File: config.mk
export PLATFORM = sky130hd
export DESIGN_NAME = hcp_input_arbiter
export DESIGN_NICKNAME = d
export VERILOG_FILES = /design/src/rtl/hcp_input_arbiter.sv
export SDC_FILE = /design/constraint.sdc
export NUM_CORES = 1
export LEC_CHECK = 0
export BUFFER_PORTS_ARGS = -buffer_cell sky130_fd_sc_hd__buf_2
export CORE_MARGIN = 2
export CORE_UTILIZATION = 40
export CTS_BUF_LIST = sky130_fd_sc_hd__clkbuf_4
export CTS_CLUSTER_DIAMETER = 30
export DETAILED_ROUTE_END_ITERATION = 10
export PLACE_DENSITY_LB_ADDON = 0.05
export SYNTH_ARGS = -nofsm -noshare
export SYNTH_HDL_FRONTEND = slang
export SYNTH_SLANG_ARGS = --single-unit
File: constraint.sdc
create_clock -name i_clk -period 5.5 [get_ports i_clk]
set_clock_uncertainty 0.15 [all_clocks]
set_input_delay 1.1 -clock i_clk [delete_from_list [all_inputs] [get_ports i_clk]]
set_output_delay 1.1 -clock i_clk [all_outputs]
set_load 0.1 [all_outputs]
File: src/rtl/hcp_input_arbiter.sv
// hcp_input_arbiter
//   Packet-level round-robin arbiter that shares one 9-bit HCP byte-stream
//   input (the byte-to-134b width transform) among NUM_PORTS sources. One
//   source is granted per packet and its bytes are muxed to the transform.
//   Bit 8 marks the start byte and the last byte of a packet. After the start
//   byte, the packet carries metadata up to META_BYTES bytes (the start byte
//   counts as one of them). Any bytes after that are data.
//
//   Optional feature macro: ARB_WATCHDOG_EN
//     When this macro is defined, a watchdog closes a stalled packet after
//     TIMEOUT idle cycles. It pads any missing metadata with 9'h000 and then
//     appends a 9'h100 last byte, so the transform always returns to idle.
//     When the macro is undefined, a stalled source keeps the grant
//     indefinitely and o_flush_pulse is tied to 0.
//
// Ports
//   i_clk          clock
//   i_rst_n        asynchronous reset, active-low
//   iv_req         per-source packet request (level)
//   ov_grant       one-hot grant (registered)
//   iv_data        source bytes, source k on [9k+8:9k]
//   iv_data_wr     per-source byte valid
//   ov_data        muxed byte to the transform (registered, 1-cycle lag)
//   o_data_wr      byte valid to the transform
//   ov_pkt_cnt     packets forwarded, including flushed packets (wraps)
//   ov_drop_cnt    bytes dropped (saturates at 16'hFFFF)
//   o_flush_pulse  one-cycle pulse when a watchdog flush starts
module hcp_input_arbiter #(
  parameter int NUM_PORTS  = 4,
  parameter int META_BYTES = 8,
  parameter int TIMEOUT    = 1023
) (
  input  logic                   i_clk,
  input  logic                   i_rst_n,
  input  logic [NUM_PORTS-1:0]   iv_req,
  output logic [NUM_PORTS-1:0]   ov_grant,
  input  logic [9*NUM_PORTS-1:0] iv_data,
  input  logic [NUM_PORTS-1:0]   iv_data_wr,
  output logic [8:0]             ov_data,
  output logic                   o_data_wr,
  output logic [31:0]            ov_pkt_cnt,
  output logic [15:0]            ov_drop_cnt,
  output logic                   o_flush_pulse
);

  localparam int IDX_W  = $clog2(NUM_PORTS);
  localparam int MCNT_W = $clog2(META_BYTES + 1);
  localparam int DCNT_W = $clog2(NUM_PORTS + 1);

  typedef enum logic [2:0] {
    S_IDLE,
    S_WAIT,
    S_META,
    S_DATA,
    S_FLUSH,
    S_GAP
  } state_t;

  state_t              state, state_n;
  logic [IDX_W-1:0]    rr_ptr;
  logic [IDX_W-1:0]    grant_idx;
  logic [IDX_W-1:0]    next_ptr;
  logic [MCNT_W-1:0]   meta_cnt, meta_cnt_n;

  logic [IDX_W-1:0]    cand;
  logic                pick_hit;
  logic [IDX_W-1:0]    pick_idx;
  logic [8:0]          gnt_byte;
  logic                gnt_wr;
  logic                gnt_req;
  logic                fwd;
  logic                take_grant;
  logic                end_grant;
  logic                pkt_inc;
  logic                emit_wr;
  logic [8:0]          emit_data;
  logic [DCNT_W-1:0]   drop_this;
  logic [16:0]         drop_sum;

`ifdef ARB_WATCHDOG_EN
  localparam int TO_W = $clog2(TIMEOUT + 1);
  logic [TO_W-1:0]     idle_cnt, idle_cnt_n;
  logic [MCNT_W-1:0]   flush_cnt, flush_cnt_n;
  logic                flush_trig;
`endif

  function automatic logic [DCNT_W-1:0] count_ones(input logic [NUM_PORTS-1:0] v);
    logic [DCNT_W-1:0] n;
    n = '0;
    for (int i = 0; i < NUM_PORTS; i++) begin
      n = n + DCNT_W'(v[i]);
    end
    return n;
  endfunction

  assign next_ptr = (grant_idx == IDX_W'(NUM_PORTS - 1)) ? '0 : grant_idx + 1'b1;

  // State register
  always_ff @(posedge i_clk or negedge i_rst_n) begin
    if (!i_rst_n) begin
      state <= S_IDLE;
    end else begin
      state <= state_n;
    end
  end

  // Next-state logic, forwarding mux and drop accounting
  always_comb begin
    state_n    = state;
    cand       = '0;
    pick_hit   = 1'b0;
    pick_idx   = '0;
    gnt_byte   = '0;
    gnt_wr     = iv_data_wr[grant_idx];
    gnt_req    = iv_req[grant_idx];
    fwd        = 1'b0;
    take_grant = 1'b0;
    end_grant  = 1'b0;
    pkt_inc    = 1'b0;
    emit_wr    = 1'b0;
    emit_data  = '0;
    meta_cnt_n = meta_cnt;
`ifdef ARB_WATCHDOG_EN
    idle_cnt_n  = '0;
    flush_cnt_n = flush_cnt;
    flush_trig  = 1'b0;
`endif

    // Scan downward so the candidate closest to rr_ptr is written last and wins
    for (int i = NUM_PORTS - 1; i >= 0; i--) begin
      cand = IDX_W'((int'(rr_ptr) + i) % NUM_PORTS);
      if (iv_req[cand]) begin
        pick_hit = 1'b1;
        pick_idx = cand;
      end
    end

    for (int k = 0; k < NUM_PORTS; k++) begin
      if (grant_idx == IDX_W'(k)) begin
        gnt_byte = iv_data[9*k +: 9];
      end
    end

    case (state)
      S_IDLE: begin
        if (pick_hit) begin
          take_grant = 1'b1;
          state_n    = S_WAIT;
        end
      end
      S_WAIT: begin
        if (gnt_wr && gnt_byte[8]) begin
          fwd        = 1'b1;
          meta_cnt_n = MCNT_W'(1);
          state_n    = (META_BYTES == 1) ? S_DATA : S_META;
        end else if (!gnt_req) begin
          end_grant = 1'b1;
          state_n   = S_IDLE;
        end
      end
      S_META: begin
        // Bit 8 is meaningless here: every byte counts as metadata
        if (gnt_wr) begin
          fwd        = 1'b1;
          meta_cnt_n = meta_cnt + 1'b1;
          if (meta_cnt_n == MCNT_W'(META_BYTES)) begin
            state_n = S_DATA;
          end
        end
`ifdef ARB_WATCHDOG_EN
        else if (idle_cnt == TO_W'(TIMEOUT)) begin
          flush_trig  = 1'b1;
          flush_cnt_n = MCNT_W'(META_BYTES) - meta_cnt;
          state_n     = S_FLUSH;
        end else begin
          idle_cnt_n = idle_cnt + 1'b1;
        end
`endif
      end
      S_DATA: begin
        if (gnt_wr) begin
          fwd = 1'b1;
          if (gnt_byte[8]) begin
            end_grant = 1'b1;
            pkt_inc   = 1'b1;
            state_n   = S_GAP;
          end
        end
`ifdef ARB_WATCHDOG_EN
        else if (idle_cnt == TO_W'(TIMEOUT)) begin
          flush_trig  = 1'b1;
          flush_cnt_n = '0;
          state_n     = S_FLUSH;
        end else begin
          idle_cnt_n = idle_cnt + 1'b1;
        end
`endif
      end
`ifdef ARB_WATCHDOG_EN
      S_FLUSH: begin
        // Pad missing metadata with zero bytes, then close with a bare last byte
        emit_wr = 1'b1;
        if (flush_cnt != '0) begin
          emit_data   = 9'h000;
          flush_cnt_n = flush_cnt - 1'b1;
        end else begin
          emit_data = 9'h100;
          end_grant = 1'b1;
          pkt_inc   = 1'b1;
          state_n   = S_GAP;
        end
      end
`endif
      S_GAP: begin
        state_n = S_IDLE;
      end
      default: begin
        state_n = S_IDLE;
      end
    endcase

    if (fwd) begin
      emit_wr   = 1'b1;
      emit_data = gnt_byte;
    end

    // Every valid byte that was not forwarded this cycle is a drop
    drop_this = count_ones(iv_data_wr) - DCNT_W'(fwd);
    drop_sum  = {1'b0, ov_drop_cnt} + 17'(drop_this);
  end

  // Grant, round-robin pointer, datapath and counters
  always_ff @(posedge i_clk or negedge i_rst_n) begin
    if (!i_rst_n) begin
      rr_ptr      <= '0;
      grant_idx   <= '0;
      ov_grant    <= '0;
      meta_cnt    <= '0;
      ov_data     <= '0;
      o_data_wr   <= 1'b0;
      ov_pkt_cnt  <= '0;
      ov_drop_cnt <= '0;
    end else begin
      meta_cnt    <= meta_cnt_n;
      ov_data     <= emit_data;
      o_data_wr   <= emit_wr;
      ov_drop_cnt <= drop_sum[16] ? 16'hFFFF : drop_sum[15:0];
      if (pkt_inc) begin
        ov_pkt_cnt <= ov_pkt_cnt + 32'd1;
      end
      if (take_grant) begin
        grant_idx <= pick_idx;
        ov_grant  <= NUM_PORTS'(1) << pick_idx;
      end else if (end_grant) begin
        ov_grant <= '0;
        rr_ptr   <= next_ptr;
      end
    end
  end

`ifdef ARB_WATCHDOG_EN
  // Watchdog idle counter, pending filler count and flush pulse
  always_ff @(posedge i_clk or negedge i_rst_n) begin
    if (!i_rst_n) begin
      idle_cnt      <= '0;
      flush_cnt     <= '0;
      o_flush_pulse <= 1'b0;
    end else begin
      idle_cnt      <= idle_cnt_n;
      flush_cnt     <= flush_cnt_n;
      o_flush_pulse <= flush_trig;
    end
  end
`else
  assign o_flush_pulse = 1'b0;
`endif

endmodule
Yosys cells after proc, flatten, opt, wreduce, memory -nomap -nowiden
Cells that the tools add are included.
{"block": "totals", "register_bits": 73}
{"block": "op_classes", "n_mux": 52, "n_eq_ne": 14, "addsub": 11, "bitwise_logic": 1, "shifts": 1, "magnitude_cmp": 5, "n_reduce_logical": 9}
{"cell": "two-way mux 9 bit", "count": 5}
{"cell": "adder 32 x 1 -> 32 bit (second input constant)", "count": 1}
{"cell": "two-way mux 3 bit", "count": 7}
{"cell": "two-way mux 1 bit", "count": 20}
{"cell": "adder 16 x 3 -> 17 bit", "count": 1}
{"cell": "two-way mux 16 bit", "count": 1}
{"cell": "two-way mux 4 bit", "count": 4}
{"cell": "less-than comparator 2 x 3 -> 1 bit (second input constant)", "count": 5}
{"cell": "binary-select mux 1 bit (select 2 bit)", "count": 6}
{"cell": "!= test 2 bit (second input constant)", "count": 6}
{"cell": "case mux 3 bit (4 select lines)", "count": 1}
{"cell": "two-way mux 2 bit", "count": 5}
{"cell": "case mux 4 bit (2 select lines)", "count": 1}
{"cell": "equality test 3 x 2 -> 1 bit (second input constant)", "count": 2}
{"cell": "AND reduction 6 bit", "count": 1}
{"cell": "adder 2 x 1 -> 2 bit (second input constant)", "count": 2}
{"cell": "adder 2 bit (second input constant)", "count": 2}
{"cell": "adder 4 x 1 -> 4 bit (second input constant)", "count": 1}
{"cell": "equality test 2 bit (second input constant)", "count": 2}
{"cell": "equality test 4 bit (second input constant)", "count": 1}
{"cell": "case mux 1 bit (2 select lines)", "count": 2}
{"cell": "nonzero test 2 bit", "count": 2}
{"cell": "left shift 1 x 2 -> 4 bit (first input constant)", "count": 1}
{"cell": "adder 2 x 1 -> 3 bit", "count": 1}
{"cell": "other kinds (13)", "count": 13}

Depth between registers and ports, before layout
Gate-level depths: netlist of run 1.
{"block": "logic_depth", "depth_word": 11, "ltp_mapped": 21, "mapped_depth_nobuf": 19}

Least setup slack after synthesis of run 1
No wires, ideal clock.
{"block": "synth_timing", "path_type": "in2reg", "start": "input iv_data[8]", "end": "register ov_drop_cnt[7]", "required_ns": 5.277, "arrival_ns": 5.071, "stages": 18, "path_buffers": 2, "path_slack_ns": 0.207, "cell_sequence": "nand3b_1 > a211oi_4 > a21oi_1 > or2_2 > clkbuf_1 > inv_1 > ha_1 > fa_1 > inv_1 > ha_1 > fa_1 > inv_1 > fa_1 > nand2b_1 > a21oi_1 > nand3_1 > clkbuf_1 > nand3_1"}
{"block": "synth_between", "elab_chain_len": 10}
{"item": "start: declaration", "line_no": "37", "text": "input logic [9*NUM_PORTS-1:0] iv_data,"}
{"item": "two-way mux 9 bit (4 in series)", "line_no": "139", "text": "if (grant_idx == IDX_W'(k)) begin"}
{"item": "logical AND 1 bit", "line_no": "152", "text": "if (gnt_wr && gnt_byte[8]) begin"}
{"item": "two-way mux 1 bit", "line_no": "152"}
{"item": "case mux 1 bit (2 select lines)", "line_no": "144", "text": "case (state)"}
{"item": "subtractor 3 x 1 -> 3 bit", "line_no": "228", "text": "drop_this = count_ones(iv_data_wr) - DCNT_W'(fwd);"}
{"item": "adder 16 x 3 -> 17 bit", "line_no": "229", "text": "drop_sum = {1'b0, ov_drop_cnt} + 17'(drop_this);"}
{"item": "two-way mux 16 bit", "line_no": "247", "text": "ov_drop_cnt <= drop_sum[16] ? 16'hFFFF : drop_sum[15:0];"}
{"item": "end signal: assignment", "line_no": "247"}
{"item": "end: declaration", "line_no": "42", "text": "output logic [15:0] ov_drop_cnt,"}
No other way between the ends.
A chain may end at the register's enable or synchronous reset.

Worst setup path after layout of run 1
{"block": "layout_timing", "start": "register grant_idx[1]", "end": "register ov_drop_cnt[1]"}
{"block": "layout_between", "elab_chain_len": 11, "word_cells_on_any_way": 17}
{"item": "start: declaration", "line_no": "61", "text": "logic [IDX_W-1:0] grant_idx;"}
{"item": "start signal: assignment", "line_no": "252", "text": "grant_idx <= pick_idx;"}
{"item": "logical NOT 2 bit", "line_no": "139"}
{"item": "two-way mux 9 bit (4 in series)", "line_no": "139"}
{"item": "logical AND 1 bit", "line_no": "152"}
{"item": "two-way mux 1 bit", "line_no": "152"}
{"item": "case mux 1 bit (2 select lines) *", "line_no": "144"}
{"item": "subtractor 3 x 1 -> 3 bit *", "line_no": "228"}
{"item": "adder 16 x 3 -> 17 bit *", "line_no": "229"}
{"item": "two-way mux 16 bit *", "line_no": "247"}
Every way passes the cells marked *; elsewhere a longest branch is shown, timed or not. The select of a mux whose other input is x is not followed.

==> run summary, run 1 <==
number of global-route vias before repair: 3,109
die area: 10,900 µm²
Synth Area in XOR/XNOR: 0.0931
antenna-violating nets left: 0
critical-path cell list: inv_1, ha_1, nand3b_1, a211oi_4, a21oi_1, or2_2, inv_1, ha_1, fa_1, inv_1, ha_1, fa_1, inv_1, fa_1, nand2b_1, a21oi_1, buf_4, nand3_2, nand2_1
most common cell after layout, fill and taps aside: buf_2
drt wl/cell: 13.3 µm
final setup fails: 0
io pins: 109
R2R depth: 19
Syn Nets: 453
IO Port Bufs: 107
Seq cells post-synth: 73
Die Wd: 105 µm
routed wire length: 8580 µm
Rel. slew slack: 0.390
Setup crit start: grant_idx[1]
P per Cell Area: 555 nW/µm²
worst skew pair latency: 420 ps
number of synthesized flops with an enable pin: 0
Synth Flop Type: dfrtp_1
core area: 9770 µm²
critical path startpoint category: flip-flop
largest net degree at the start of global routing: 74
commonest non-fill, non-tap cells in the layout: buf_2 (106), dfrtp_1 (73), nand2_1 (39), inv_1 (30), xor2_1 (29)
async set or reset register ratio after synthesis: 1.00
fin crit period: 4920 ps
fin nets: 565
adder-cell area share of the yosys netlist: 0.0489
Syn Area/Cell: 10.3 µm²
RSZ-0062 raised after global routing: no
Netlist cell types: 55
root buffer cell: clkbuf_4
DP Area: 4730 µm²
Pre-antenna DRT Iters: 4
H-tree Lvls: 3
kind of critical path: reg2reg
internal power: 0.00129 W
Lkg Pwr: 2.54 nW
clock network fraction of total power: 0.139
f_max: 203 MHz
flop2flop setup slack: 580 ps
share of cells above drive strength 1: 0.312
Std-Cell Rows: 36
Resized cells post-CTS: 0
min-delay worst type: reg2reg
Compound-Gate Fraction of Synth Area: 0.0817
Fin Setup TNS: 0 ps
hold depth: 1
HPWL after DPL: 6310 µm
Arrival @ worst endpoint: 5120 ps
GPL Wtd Cong: 0.766
vias: 3,148
Seq/Total Area, Yosys: 0.452
CP Max Fanout: 13
# diodes: 0
Synth Cell Area: 4050 µm²
Worst Setup End Kind: flip-flop
deepest clock path buffer count: 2
hold_sp: ov_pkt_cnt[31]
Ys Warns: 0
initial antenna violation count: 0
starting density of the core: 0.414
Switching Fraction: 0.524
Sw Pwr: 0.00143 W
Largest stage delay, worst path: 510 ps
Worst Path Required: 5700 ps
Avg Vias per Cell: 4.90
mux contribution to synthesized area: 0.0547
fin crit share: 0.894
max-slew violations: 0
most frequent CP cell: inv_1
total setup buffers inserted after CTS: 0
post-layout instance area: 4890 µm²
Cells after Synth: 393
combinational power share: 0.572
status: finished, final reports clean
Reg clk slew, reported paths: 120 ps
CTS Hold Bufs: 0
Max Cap Viol: 0
worst-margin pin slew: 915 ps
DRC violations left: 0
worst r2r src: grant_idx[1]
Die Y: 105 µm
Clock Sink Count: 73
Tot GR Track Use: 0.166
CTS tree: built
Synth Area in Simple Gates: 0.225
slowest CP cell: fa_1
global-route wire length before repair: 14,800 µm
VDD IR max: 0.401 mV
Area growth syn-to-layout: 21.0%
grt total ovfl: 0
initial DRC count: 87
Final Hold Fails: 0
largest family of logic cells by synthesized area: simple AND/OR/NAND/NOR gates
sequential share of power: 0.289
cts bufs inserted: 9
## layer usage
metal / wire [µm] / up-vias / GRT usage
met5: 0 / - / 0
met4: 145 / 0 / 0.0743
met3: 441 / 10 / 0.0368
met2: 3870 / 79 / 0.253
met1: 4120 / 1481 / 0.226
li1: - / 1578 / -
## flip-flops by register name (all words and copies together) (netlist names)
register     cells
meta_cnt         4
ov_grant         4
ov_pkt_cnt      32
o_data_wr        1
grant_idx        2
ov_data          9
state            3
rr_ptr           2
ov_drop_cnt     16
## final timing paths
kind / endpoint
setup / recovery: ov_drop_cnt[1]
hold / removal: ov_pkt_cnt[31]
setup reg to reg: ov_drop_cnt[1]
hold reg to reg: ov_pkt_cnt[31]
max in group asynchronous: ov_pkt_cnt[1]
min in group asynchronous: ov_drop_cnt[11]
## cells in the mapped netlist (4+ instances only)
cell,instances,area (µm²)
ha_1,11,138
xnor2_1,14,123
nor3_2,11,110
o21ai_0,13,65.1
nand2b_1,4,25.0
nor2b_1,5,31.3
and3b_1,10,87.6
inv_1,30,113
nand3_1,17,85.1
nor4_1,5,31.3
dfrtp_1,73,1830
nor2_1,25,93.8
mux2i_1,12,120
nand2_1,39,146
xor2_1,29,254
nor4_2,4,50.1
a21oi_1,15,75.1
nor3_1,9,45.0
nand4_1,5,31.3
clkbuf_1,5,18.8
## area by class of cell
| cell class | count | area, µm² |
|---|---|---|
| Inverter | 30 | 113 |
| Sequential cell | 73 | 1830 |
| Timing Repair Buffer | 113 | 583 |
| Tap cell | 133 | 166 |
| Clock inverter | 6 | 82.6 |
| Multi-Input combinational cell | 278 | 2050 |
| Fill cell | 969 | 4880 |
| Clock buffer | 10 | 75.1 |
## kinds of logic (layout without fill, tap and decap cells)
group           count (synthesis)  after routing
compound gates                 47             47
mux                            19             19
fa+ha+maj                      14             14
flops                          73             73
xor+xnor                       43             43
other cells                     1              1
buf+inv                        42            159
simple gates                  154            154
## stage by stage
stage,total power (W),setup WS (ps),hold WS (ps),utilization,std cells
2_1_floorplan,0.00205,207,331,-,393
3_5_place_dp,0.00236,93.6,317,0.484,627
3_3_place_gp,0.00235,224,304,0.484,627
5_1_grt,0.00292,172,356,0.501,643
6_report,0.00272,581,328,0.501,643
4_1_cts,0.00276,161,334,0.500,643
## worst max-delay path: cells and delay by family, from the launching register on
family	cells	cell delay, ps
AO/OA/AOI/OAI	3	490
adder cells (fa/ha/maj)	6	2120
buffers and inverters	5	500
flip-flops	1	500
AND/OR/NAND/NOR	5	1110
## power groups by stage
stage / sequential [W] / clock, W / combinational [W]
after global routing: 0.000807 / 0.000419 / 0.00170
after CTS: 0.000788 / 0.000393 / 0.00157
after global placement: 0.000797 / 0 / 0.00155
after floorplan: 0.00138 / 0 / 0.000667
after detailed placement: 0.000795 / 0 / 0.00157
final: 0.000785 / 0.000379 / 0.00155
Note: power is estimated with default switching activity, not from simulation.
==> run 2: changes to the inputs <==
CORE_UTILIZATION = 49   (was 40)
==> run summary, run 2 (same netlist as run 1, synthesis figures left out) <==
GPL Wtd Cong: 0.838 (was 0.766)
GR Util met2: 0.316 (was 0.253)
Reg clk slew, reported paths: 130 ps (was 120 ps)
worst slack, placed: 93.7 ps (was 93.6 ps)
DRC violations left: 0 (unchanged)
Fin Setup TNS: 0 ps (unchanged)
gr busiest metal: met2 (unchanged)
Std-Cell Rows: 33 (was 36)
combinational power share: 0.550 (was 0.572)
grt total ovfl: 0 (unchanged)
H-tree Lvls: 3 (unchanged)
initial DRC count: 117 (was 87)
fin crit share: 0.919 (was 0.894)
Die Y: 94.9 µm (was 105 µm)
hold_sp: ov_pkt_cnt[31] (unchanged)
flop2flop setup slack: 450 ps (was 580 ps)
global-route wire length before repair: 14,100 µm (was 14,800 µm)
Worst Path Required: 5700 ps (about the same)
hold depth: 1 (unchanged)
most flop-heavy register: ov_pkt_cnt (unchanged)
VDD IR max: 0.397 mV (was 0.401 mV)
max reg flops: 32 (unchanged)
Sw Pwr: 0.00143 W (about the same)
Tot GR Track Use: 0.199 (was 0.166)
f_max: 198 MHz (was 203 MHz)
total setup buffers inserted after CTS: 0 (unchanged)
worst r2r src: grant_idx[0] (was grant_idx[1])
drt wl/cell: 13.7 µm (was 13.3 µm)
most common cell after layout, fill and taps aside: buf_2 (unchanged)
Largest regs: ov_pkt_cnt x32, ov_drop_cnt x16, ov_data x9 (unchanged)
Final Hold Fails: 0 (unchanged)
r2r endpoint: ov_drop_cnt[0] (was ov_drop_cnt[1])
vias: 3,146 (was 3,148)
die area: 9000 µm² (was 10,900 µm²)
IO Port Bufs: 107 (unchanged)
Avg Vias per Cell: 5.12 (was 4.90)
largest net degree at the start of global routing: 39 (was 74)
internal power: 0.00138 W (was 0.00129 W)
Worst Setup End Kind: flip-flop (unchanged)
clock network fraction of total power: 0.169 (was 0.139)
sequential share of power: 0.281 (was 0.289)
number of global-route vias before repair: 3,011 (was 3,109)
# diodes: 0 (unchanged)
Clock Sink Count: 73 (unchanged)
antenna-violating nets left: 0 (unchanged)
Die Wd: 94.9 µm (was 105 µm)
Lkg Pwr: 2.56 nW (was 2.54 nW)
max-slew violations: 0 (unchanged)
routed wire length: 8400 µm (was 8580 µm)
R2R depth: 19 (unchanged)
cts bufs inserted: 9 (unchanged)
CTS Hold Bufs: 0 (unchanged)
routing usage on met3: 0.0471 (was 0.0368)
io pins: 109 (unchanged)
commonest non-fill, non-tap cells in the layout: buf_2 (107), dfrtp_1 (73), nand2_1 (39), inv_1 (30), xor2_1 (29) (was buf_2 (106), dfrtp_1 (73), nand2_1 (39), inv_1 (30), xor2_1 (29))
CTS tree: built (unchanged)
min-delay worst type: reg2reg (unchanged)
Arrival @ worst endpoint: 5250 ps (was 5120 ps)
final setup fails: 0 (unchanged)
CP Max Fanout: 13 (unchanged)
share of cells above drive strength 1: 0.314 (was 0.312)
Pre-antenna DRT Iters: 4 (unchanged)
core area: 8090 µm² (was 9770 µm²)
RSZ-0062 raised after global routing: no (unchanged)
worst skew pair latency: 420 ps (about the same)
initial antenna violation count: 0 (unchanged)
Max Cap Viol: 0 (unchanged)
kind of critical path: reg2reg (unchanged)
Rel. slew slack: 0.435 (was 0.390)
Worst Hold End: ov_pkt_cnt[31] (unchanged)
starting density of the core: 0.500 (was 0.414)
status: finished, final reports clean (unchanged)
worst setup margin: 448 ps (was 581 ps)
root buffer cell: clkbuf_4 (unchanged)
deepest clock path buffer count: 2 (unchanged)
Switching Fraction: 0.509 (was 0.524)
critical path startpoint category: flip-flop (unchanged)
HPWL after DPL: 6260 µm (was 6310 µm)
Area growth syn-to-layout: 21.4% (was 21.0%)
met1 GRT Util: 0.272 (was 0.226)
worst-margin pin slew: 847 ps (was 915 ps)
final hold slack: 344 ps (was 328 ps)
fin nets: 565 (unchanged)
fin crit period: 5050 ps (was 4920 ps)
P per Cell Area: 572 nW/µm² (was 555 nW/µm²)
-- run 2: cell count changes in the layout (fill, tap and decap cells not counted), sizes merged --
cell    before  now
bufinv       2    4
clkbuf      10    9
clkinv       4    3
-- run 2: layer usage --
layer  part of all wire  vias up
met2               0.47       77
li1                   -     1574
met1               0.47     1486
met3              0.049        9
met5                  0        -
met4              0.012        0
-- run 2: worst max path at each step --
| stage | slack (ps) | end | startpoint | cells past startpoint |
|---|---|---|---|---|
| after global placement | 230 | ov_drop_cnt[6] | iv_data_wr[0] | 17 |
| after floorplan | 210 | ov_drop_cnt[7] | iv_data[8] | 18 |
| after global routing | 130 | ov_drop_cnt[7] | grant_idx[0] | 19 |
| final | 450 | ov_drop_cnt[0] | grant_idx[0] | 19 |
| after CTS | 80 | ov_drop_cnt[0] | grant_idx[0] | 19 |
| after detailed placement | 90 | ov_drop_cnt[6] | iv_data_wr[0] | 17 |
-- run 2: critical path, cell delays in order, from the launching register on --
cell and delay (ps):
dfrtp_1 490, inv_1 190, ha_1 330, nand3b_1 170, a211oi_4 250, a21oi_1 90, or2_2 370, inv_1 110
ha_1 240, fa_1 480, inv_1 40, ha_1 180, fa_1 520, inv_1 70, fa_1 420, nand2b_1 180
a21oi_1 140, buf_4 170, nand3_2 230, nand2b_1 150
-- run 2: power by group through the flow --
stage          combinational (W)  sequential, W  clock (W)
6_report                 0.00154       0.000790   0.000474
5_1_grt                  0.00167       0.000811   0.000510
4_1_cts                  0.00156       0.000792   0.000489
3_5_place_dp             0.00156       0.000802          0
3_3_place_gp             0.00154       0.000798          0
2_1_floorplan           0.000667        0.00138          0
-- run 2: what timing repair did --
item,in CTS,in global routing
resized for setup,0,2
setup endpoints to repair,0,13
endpoints found under the hold margin,0,0
-- run 2: layout make-up --
| class | count | area, µm² |
|---|---|---|
| clock inverters | 7 | 143 |
| flip-flops and latches | 73 | 1830 |
| repair buffers | 113 | 581 |
| well taps | 105 | 131 |
| fillers | 733 | 3180 |
| clock buffers | 9 | 67.6 |
| multi-input cells | 278 | 2050 |
| inverters | 30 | 113 |
-- run 2: per-stage QoR --
step	cells	total power (W)	utilization	instance area (µm²)
6_report	615	0.00281	0.607	4910
3_5_place_dp	599	0.00236	0.580	4690
5_1_grt	615	0.00299	0.607	4910
2_1_floorplan	393	0.00205	-	4050
3_3_place_gp	599	0.00233	0.580	4690
4_1_cts	615	0.00284	0.606	4900
==> run 3: changes to the inputs <==
MAX_ROUTING_LAYER = met4   (was unset)
==> run summary, run 3 (same netlist as run 1, synthesis figures left out) <==
met1 GRT Util: 0.275 (was 0.272)
Avg Vias per Cell: 5.12 (about the same)
CTS Hold Bufs: 0 (unchanged)
largest net degree at the start of global routing: 39 (unchanged)
worst-margin pin slew: 847 ps (about the same)
critical-path cell list: inv_1, ha_1, nand3b_1, a211oi_4, a21oi_1, or2_2, inv_1, ha_1, fa_1, inv_1, ha_1, fa_1, inv_1, fa_1, nand2b_1, a21oi_1, buf_4, nand3_2, nand2b_1 (unchanged)
IO Port Bufs: 107 (unchanged)
share of cells above drive strength 1: 0.314 (unchanged)
core area: 8090 µm² (unchanged)
Die Y: 94.9 µm (unchanged)
Max Cap Viol: 0 (unchanged)
most flop-heavy register: ov_pkt_cnt (unchanged)
gr busiest metal: met2 (unchanged)
total setup buffers inserted after CTS: 0 (unchanged)
deepest clock path buffer count: 2 (unchanged)
Worst Path Required: 5700 ps (about the same)
Rel. slew slack: 0.436 (was 0.435)
critical path startpoint category: flip-flop (unchanged)
CTS tree: built (unchanged)
H-tree Lvls: 3 (unchanged)
most common cell after layout, fill and taps aside: buf_2 (unchanged)
slowest CP cell: fa_1 (unchanged)
placed insts: 599 (unchanged)
GR Util met2: 0.316 (unchanged)
Reg clk slew, reported paths: 130 ps (about the same)
Resized cells post-CTS: 0 (unchanged)
grt total ovfl: 0 (unchanged)
die area: 9000 µm² (unchanged)
Largest stage delay, worst path: 520 ps (about the same)
root buffer cell: clkbuf_4 (unchanged)
HPWL after DPL: 6260 µm (unchanged)
GPL Wtd Cong: 0.851 (was 0.838)
# diodes: 0 (unchanged)
commonest non-fill, non-tap cells in the layout: buf_2 (107), dfrtp_1 (73), nand2_1 (39), inv_1 (30), xor2_1 (29) (unchanged)
Arrival @ worst endpoint: 5250 ps (about the same)
VDD IR max: 0.397 mV (about the same)
Worst Setup End Kind: flip-flop (unchanged)
fin nets: 565 (unchanged)
Std-Cell Rows: 33 (unchanged)
routed wire length: 8400 µm (about the same)
Largest regs: ov_pkt_cnt x32, ov_drop_cnt x16, ov_data x9 (unchanged)
f_max: 198 MHz (about the same)
Area growth syn-to-layout: 21.4% (unchanged)
min-delay worst type: reg2reg (unchanged)
fin crit share: 0.919 (about the same)
antenna-violating nets left: 0 (unchanged)
Fin Setup TNS: 0 ps (unchanged)
Lkg Pwr: 2.56 nW (unchanged)
kind of critical path: reg2reg (unchanged)
number of global-route vias before repair: 3,009 (was 3,011)
fin crit period: 5050 ps (about the same)
initial DRC count: 113 (was 117)
io pins: 109 (unchanged)
max reg flops: 32 (unchanged)
flop2flop setup slack: 450 ps (about the same)
P per Cell Area: 572 nW/µm² (about the same)
global-route wire length before repair: 14,100 µm (about the same)
cts bufs inserted: 9 (unchanged)
starting density of the core: 0.500 (unchanged)
Pre-antenna DRT Iters: 4 (unchanged)
worst skew pair latency: 420 ps (about the same)
Tot GR Track Use: 0.205 (was 0.199)
final setup fails: 0 (unchanged)
Clock Sink Count: 73 (unchanged)
fin cells: 615 (unchanged)
status: finished, final reports clean (unchanged)
DRC violations left: 0 (unchanged)
routing usage on met3: 0.0431 (was 0.0471)
most frequent CP cell: inv_1 (unchanged)
drt wl/cell: 13.7 µm (about the same)
Die Wd: 94.9 µm (unchanged)
vias: 3,150 (was 3,146)
Final Hold Fails: 0 (unchanged)
initial antenna violation count: 0 (unchanged)
CP Max Fanout: 13 (unchanged)
max-slew violations: 0 (unchanged)
RSZ-0062 raised after global routing: no (unchanged)
run 3: critical path: cells and delay by family (launching register included):
kind / cells / cell delay, ps
fa+ha+maj: 6 / 2170
buf+inv: 5 / 580
compound gates: 3 / 480
flops: 1 / 490
simple gates: 5 / 1100
run 3: where the power goes:
group / total [W] / switching, W / internal (W)
Clock: 0.000474 / 0.000198 / 0.000277
Combinational: 0.00154 / 0.00110 / 0.000440
Sequential: 0.000790 / 0.000128 / 0.000662
run 3: final timing paths:
kind	depth (start not counted)	from	end
max	19	grant_idx[0]	ov_drop_cnt[0]
min	1	ov_pkt_cnt[31]	ov_pkt_cnt[31]
max reg2reg	19	grant_idx[0]	ov_drop_cnt[0]
min reg2reg	1	ov_pkt_cnt[31]	ov_pkt_cnt[31]
max in group asynchronous	2	i_rst_n	state[1]
min in group asynchronous	1	i_rst_n	ov_drop_cnt[12]
run 3: per-stage QoR:
| step | hold WS (ps) | total power (W) | cell area (µm²) | utilization | setup slack (ps) |
|---|---|---|---|---|---|
| after global routing | 364 | 0.00299 | 4910 | 0.607 | 128 |
| after CTS | 361 | 0.00284 | 4900 | 0.606 | 81.0 |
| after global placement | 303 | 0.00233 | 4690 | 0.580 | 233 |
| final | 344 | 0.00281 | 4910 | 0.607 | 448 |
| after detailed placement | 335 | 0.00236 | 4690 | 0.580 | 93.7 |
| after floorplan | 331 | 0.00205 | 4050 | - | 207 |
run 3: layout make-up:
type                       instances  area [µm²]
timing repair buffer             113         581
multi-input combinational        278        2050
sequential                        73        1830
tap                              105         131
clock buffer                       9        67.6
fill                             733        3180
clock inverter                     7         143
inverter                          30         113
run 3: metal layers:
| metal | part of all wire | up-vias |
|---|---|---|
| met3 | 0.045 | 9 |
| li1 | - | 1573 |
| met4 | 0.012 | 0 |
| met5 | 0 | - |
| met1 | 0.47 | 1488 |
| met2 | 0.47 | 80 |
